==> src/rtl/s_wallace_dot_acc.sv <==
// Streaming dot-product accumulator: sums DOT_LEN signed products into a
// saturating (or wrapping) accumulator and hands the result off over valid/ready.
module s_wallace_dot_acc #(
  parameter int unsigned PROD_W   = 8,
  parameter int unsigned ACC_W    = 8,
  parameter int unsigned DOT_LEN  = 4,
  parameter bit          SATURATE = 1'b1
) (
  input  logic              clk,
  input  logic              rst_n,
  input  logic              clr,
  input  logic [PROD_W-1:0] prod,
  input  logic              in_valid,
  output logic              in_ready,
  output logic [ACC_W-1:0]  res,
  output logic              res_valid,
  input  logic              res_ready,
  output logic              ovf
);

  localparam int unsigned CNT_W = (DOT_LEN > 1) ? $clog2(DOT_LEN) : 1;
  localparam int unsigned SUM_W = ACC_W + 1;

  typedef enum logic {
    ST_ACC  = 1'b0,
    ST_DONE = 1'b1
  } state_t;

  state_t             r_state;
  logic [ACC_W-1:0]   r_acc;
  logic [CNT_W-1:0]   r_cnt;
  logic [ACC_W-1:0]   r_res;
  logic               r_res_valid;
  logic               r_ovf;

  logic [SUM_W-1:0]   w_sum;
  logic               w_ovf_now;
  logic [ACC_W-1:0]   w_next_acc;
  logic               w_accept;
  logic               w_last;

  // One guard bit above the accumulator exposes signed overflow.
  assign w_sum     = SUM_W'($signed(r_acc)) + SUM_W'($signed(prod));
  assign w_ovf_now = w_sum[ACC_W] ^ w_sum[ACC_W-1];

  always_comb begin
    w_next_acc = w_sum[ACC_W-1:0];
    if (SATURATE && w_ovf_now) begin
      // Guard bit carries the true sign of the unbounded sum.
      if (w_sum[ACC_W]) w_next_acc = {1'b1, {(ACC_W-1){1'b0}}};
      else              w_next_acc = {1'b0, {(ACC_W-1){1'b1}}};
    end
  end

  assign in_ready = (r_state == ST_ACC);
  assign w_accept = in_valid && in_ready && !clr;
  assign w_last   = (r_cnt == CNT_W'(DOT_LEN - 1));

  always_ff @(posedge clk) begin
    if (!rst_n) begin
      r_state     <= ST_ACC;
      r_acc       <= '0;
      r_cnt       <= '0;
      r_res       <= '0;
      r_res_valid <= 1'b0;
      r_ovf       <= 1'b0;
    end else begin
      case (r_state)
        ST_ACC: begin
          if (clr) begin
            r_acc <= '0;
            r_cnt <= '0;
            r_ovf <= 1'b0;
          end else if (w_accept) begin
            r_ovf <= r_ovf | w_ovf_now;
            if (w_last) begin
              r_res       <= w_next_acc;
              r_res_valid <= 1'b1;
              r_acc       <= '0;
              r_cnt       <= '0;
              r_state     <= ST_DONE;
            end else begin
              r_acc <= w_next_acc;
              r_cnt <= r_cnt + CNT_W'(1);
            end
          end
        end
        ST_DONE: begin
          // Pending result survives clr; only the consumer releases it.
          if (res_ready) begin
            r_res_valid <= 1'b0;
            r_ovf       <= 1'b0;
            r_state     <= ST_ACC;
          end
        end
        default: r_state <= ST_ACC;
      endcase
    end
  end

  assign res       = r_res;
  assign res_valid = r_res_valid;
  assign ovf       = r_ovf;

endmodule
==> config.mk <==
export PLATFORM = sky130hd
export DESIGN_NAME = s_wallace_dot_acc
export DESIGN_NICKNAME = d
export VERILOG_FILES = /design/src/rtl/s_wallace_dot_acc.sv
export SDC_FILE = /design/constraint.sdc
export NUM_CORES = 1
export LEC_CHECK = 0
export BUFFER_PORTS_ARGS = -buffer_cell sky130_fd_sc_hd__buf_2
export CAP_MARGIN = 20
export CORE_MARGIN = 3
export CORE_UTILIZATION = 40
export CTS_CLUSTER_SIZE = 8
export DETAILED_ROUTE_END_ITERATION = 10
export MAX_ROUTING_LAYER = met4
export PLACE_DENSITY_LB_ADDON = 0.08
export REMOVE_ABC_BUFFERS = 1
export SLEW_MARGIN = 20
export SYNTH_ARGS = -nofsm -noshare
export SYNTH_HDL_FRONTEND = slang
export SYNTH_SLANG_ARGS = --single-unit
==> constraint.sdc <==
create_clock -name clk -period 2.44 [get_ports clk]
set_input_delay 0.244 -clock clk [delete_from_list [all_inputs] [get_ports clk]]
set_output_delay 0.244 -clock clk [all_outputs]
set_load 0.02 [all_outputs]
==> results.txt <==
----------------------------------------------------
[Global route]
  Congestion Overflow GR ... 0
  Wire length of the first global-routing pass ... about 4300 um
  Overall global routing resource usage ... 15.8%
  Number of global-route vias before repair ... 978
  Number of antenna violations at the first check in global routing ... 0
  Pin count of the biggest net entering global routing ... 19

[Power]
  Static Leakage ... ~0.67 nW
  Ratio of total power to cell area ... 520 nW/um^2
  Worst-case vdd ir drop ... 354 uV

[Logic synthesis]
  Parity-gate share of the synthesized area counting xor and xnor cells ... under 10%
  Area fraction in compound gates after synthesis ... 26.6%
  Number of enable-type register cells in the synthesized netlist ... 0
  Number of synthesized register bits ... 21
  Area share of the largest cell type after synthesis ... 33.9%
  Dominant combinational cell family by area after synthesis ... compound AO/OA/AOI/OAI gates
  Top-count cell post-synth ... sky130_fd_sc_hd__dfxtp_1
  Adder-cell share of the synthesized area ... 14.9%
  Fraction of synthesized area in multiplexers ... 2.02%
  Synth warn ... 0
  Post-Synth Simple-Gate Area ... a little over an eighth
  Number of distinct library cells after synthesis ... 39
  Post-Synthesis Cells ... 136
  Mean post-synth cell area ... 9.12 um^2
  Proportion of synthesized flip-flops having asynchronous set or reset ... 0%
  Commonest register cell after synthesis ... sky130_fd_sc_hd__dfxtp_1
  Post-synthesis instance area ... 1240 um^2
  Fraction of the yosys area taken by sequential cells ... 33.9%
  Post-synth top cells ... sky130_fd_sc_hd__dfxtp_1 (21), sky130_fd_sc_hd__o21ai_0 (13), sky130_fd_sc_hd__a21oi_1 (11), sky130_fd_sc_hd__nor2_1 (11), sky130_fd_sc_hd__ha_1 (9)
  Cell type contributing the most total cell area after synthesis ... sky130_fd_sc_hd__dfxtp_1
  Cell types occupying the most area after synthesis ... sky130_fd_sc_hd__dfxtp_1 (34%), sky130_fd_sc_hd__ha_1 (9.1%), sky130_fd_sc_hd__o21ai_0 (5.2%)

[Timing]
  Slew Limit Headroom ... 59.5%
  Final hold vios ... 0
  Final number of max-transition violations ... 0
  Clock Skew ... roughly 14 ps
  Setup repair after global routing missed its margin ... no
  Final setup violation count ... 0
  Max Clock Freq ... approximately 0.43 GHz
  Period utilisation layout ... between 90% and 100%
  Actual transition at the worst max-transition pin ... 601 ps
  Minimum period implied by the final worst setup slack ... 2300 ps

[Worst setup path]
  Crit. End Element ... flop
  R2r worst-path depth ... 8
  Worst reg2reg setup slack ... 140 ps
  Worst R2R Start ... r_acc[0]
  Arr. time, crit path ... 2520 ps
  Endpoint of the lowest-slack register-to-register path ... r_acc[2]
  Kind of critical path ... reg2reg
  Highest fanout seen on the critical path ... 5
  Worst path required time ... 2650 ps
  Startpoint type of the worst setup path ... flop

[Hold path]
  Hold path startpoint ... res_ready
  Hold endpoint ... r_state
  Hold path cells ... 3
  Hold crit path type ... in2reg

[CTS]
  Clock sink total ... 21
  Clock-pin transition on the worst setup and hold timing paths ... 120 ps
  Clock tree root driver cell ... sky130_fd_sc_hd__clkbuf_4
  Clock tree from TritonCTS ... done
  Maximum buffer depth of the clock tree ... 2
  Clock latency on the worst-skew pair ... 310 ps
  TritonCTS Buffers ... 3
  Number of H-tree levels ... 1

[Die]
  Core area ... 2850 um^2
  Ports placed on the boundary ... 24
  Row cnt ... 19
  Area enclosed by the die boundary ... about 3800 um^2
  Initial core utilization ... 43.5%
  Chip width ... 61.7 um
  Chip Height ... approximately 62 um

[Drt]
  Total Routed Length ... 2500 um
  Total number of vias ... 1042
  First-pass detailed-route iteration total ... 4
  Post-detailed-route count of antenna-violating nets ... 0
  Drt wl/cell ... 12.9 um
  Mean number of vias per cell ... about 5.4
  DRC violations left ... 0
  First-iteration detailed-routing DRC count ... 36

[Placement]
  Hpwl dp ... between 2000 and 2500 um
  Routability Congestion ... 0.703
  Area post-placement ... 1390 um^2
  Port Buf Inserts ... 23

[Finish]
  Ant. Diodes ... 0
  Post-layout utilization of the core ... 51.0%
  Nets@finish ... 186
  Share of post-route cells with drive strength above 1 ... roughly 30%
  Area overhead of the layout relative to synthesis ... 17.4%
  Layout Cell Area excl Fill ... 1460 um^2

[Flow run]
  Max-capacitance violation count ... 0

[Outcome]
  Status ... complete, no violations

----------------------------------------------------
## flip-flops by register name, summed over array words and instances (netlist names)
signal and count:
r_cnt 2, ovf 1, res 8, res_valid 1
r_state 1, r_acc 8
## per-stage QoR
| stage | setup slack [ps] | hold slack [ps] | total power, mW | cells | TNS [ps] |
|---|---|---|---|---|---|
| floorplan | 86.7 | 362 | 0.532 | 131 | 0 |
| global placement | -78.5 | 448 | 0.588 | 188 | -627 |
| detailed placement | -128 | 468 | 0.589 | 188 | -1130 |
| CTS | 23.2 | 236 | 0.762 | 193 | 0 |
| global route | 25.7 | 249 | 0.809 | 193 | 0 |
| finish | 136 | 242 | 0.756 | 193 | 0 |
## cell families (layout without fill, tap and decap cells)
group                    after synthesis  in the layout
AO/OA/AOI/OAI                         46             46
AND/OR/NAND/NOR                       34             34
flip-flops                            21             21
adder cells (fa/ha/maj)               15             15
buffers and inverters                 11             37
XOR/XNOR                               7              7
multiplexers                           2              2
## metal layers
metal	vias to the layer above	share of wire [%]	track usage [%]
met5	-	0	-
met2	18	45	23.6
met4	0	0.56	1.82
li1	542	-	-
met1	480	50	21.4
met3	2	4.0	5.03
## timing repair
item,CTS,global route
buffers inserted,1,0
resized for setup,2,4
setup endpoints to repair,12,12
gates cloned,0,0
pin swaps,1,5
hold buffers,0,0
## placed cells by master, fill, tap and decap left out, types with 2 or more instances in the layout
cell and n:
sky130_fd_sc_hd__xor2_1 4, sky130_fd_sc_hd__ha_1 8, sky130_fd_sc_hd__maj3_1 3, sky130_fd_sc_hd__inv_1 6, sky130_fd_sc_hd__o21bai_1 2, sky130_fd_sc_hd__a21oi_1 11
sky130_fd_sc_hd__a22oi_1 2, sky130_fd_sc_hd__nor2b_1 2, sky130_fd_sc_hd__nor2_1 11, sky130_fd_sc_hd__buf_4 4, sky130_fd_sc_hd__and2_1 2, sky130_fd_sc_hd__nor2_2 2
sky130_fd_sc_hd__clkbuf_4 3, sky130_fd_sc_hd__buf_2 23, sky130_fd_sc_hd__a211oi_2 3, sky130_fd_sc_hd__maj3_2 2, sky130_fd_sc_hd__xnor2_1 2, sky130_fd_sc_hd__o21ai_0 13
sky130_fd_sc_hd__a31oi_1 2, sky130_fd_sc_hd__nor3_1 3, sky130_fd_sc_hd__dfxtp_1 20, sky130_fd_sc_hd__nand2_1 8, sky130_fd_sc_hd__and3_1 3, sky130_fd_sc_hd__a211o_1 4
## worst max-delay path: stages, from the launching register on
cell,delay [ps]
sky130_fd_sc_hd__dfxtp_2,360
sky130_fd_sc_hd__ha_4,160
sky130_fd_sc_hd__fa_2,420
sky130_fd_sc_hd__a211oi_4,240
sky130_fd_sc_hd__nor2_2,80
sky130_fd_sc_hd__a2111oi_4,330
sky130_fd_sc_hd__mux2_4,260
sky130_fd_sc_hd__nor2_2,50
sky130_fd_sc_hd__a221o_1,310
## final cells by class
cell class / count / area (um^2)
fill: 286 / 1400
timing repair buffer: 27 / 145
multi-input combinational: 104 / 800
tap: 31 / 38.8
sequential: 21 / 422
inverter: 6 / 22.5
clock inverter: 1 / 5.00
clock buffer: 3 / 22.5
## worst max path at each step
stage                        start  endpoint  slack, ps
after floorplan           r_acc[0]  r_acc[6]         90
after global placement     prod[0]  r_acc[4]        -80
after global routing      r_acc[0]  r_acc[6]         30
after detailed placement   prod[0]  r_acc[4]       -130
final                     r_acc[0]  r_acc[2]        140
after CTS                 r_acc[0]  r_acc[2]         20
## where the power goes
group | total (mW) | switching, mW | internal (mW)
registers | 0.365 | 0.00885 | 0.356
logic | 0.227 | 0.126 | 0.101
clock network | 0.165 | 0.104 | 0.0611
total | 0.756 | 0.239 | 0.518
Power figures use the tool's default switching activity.
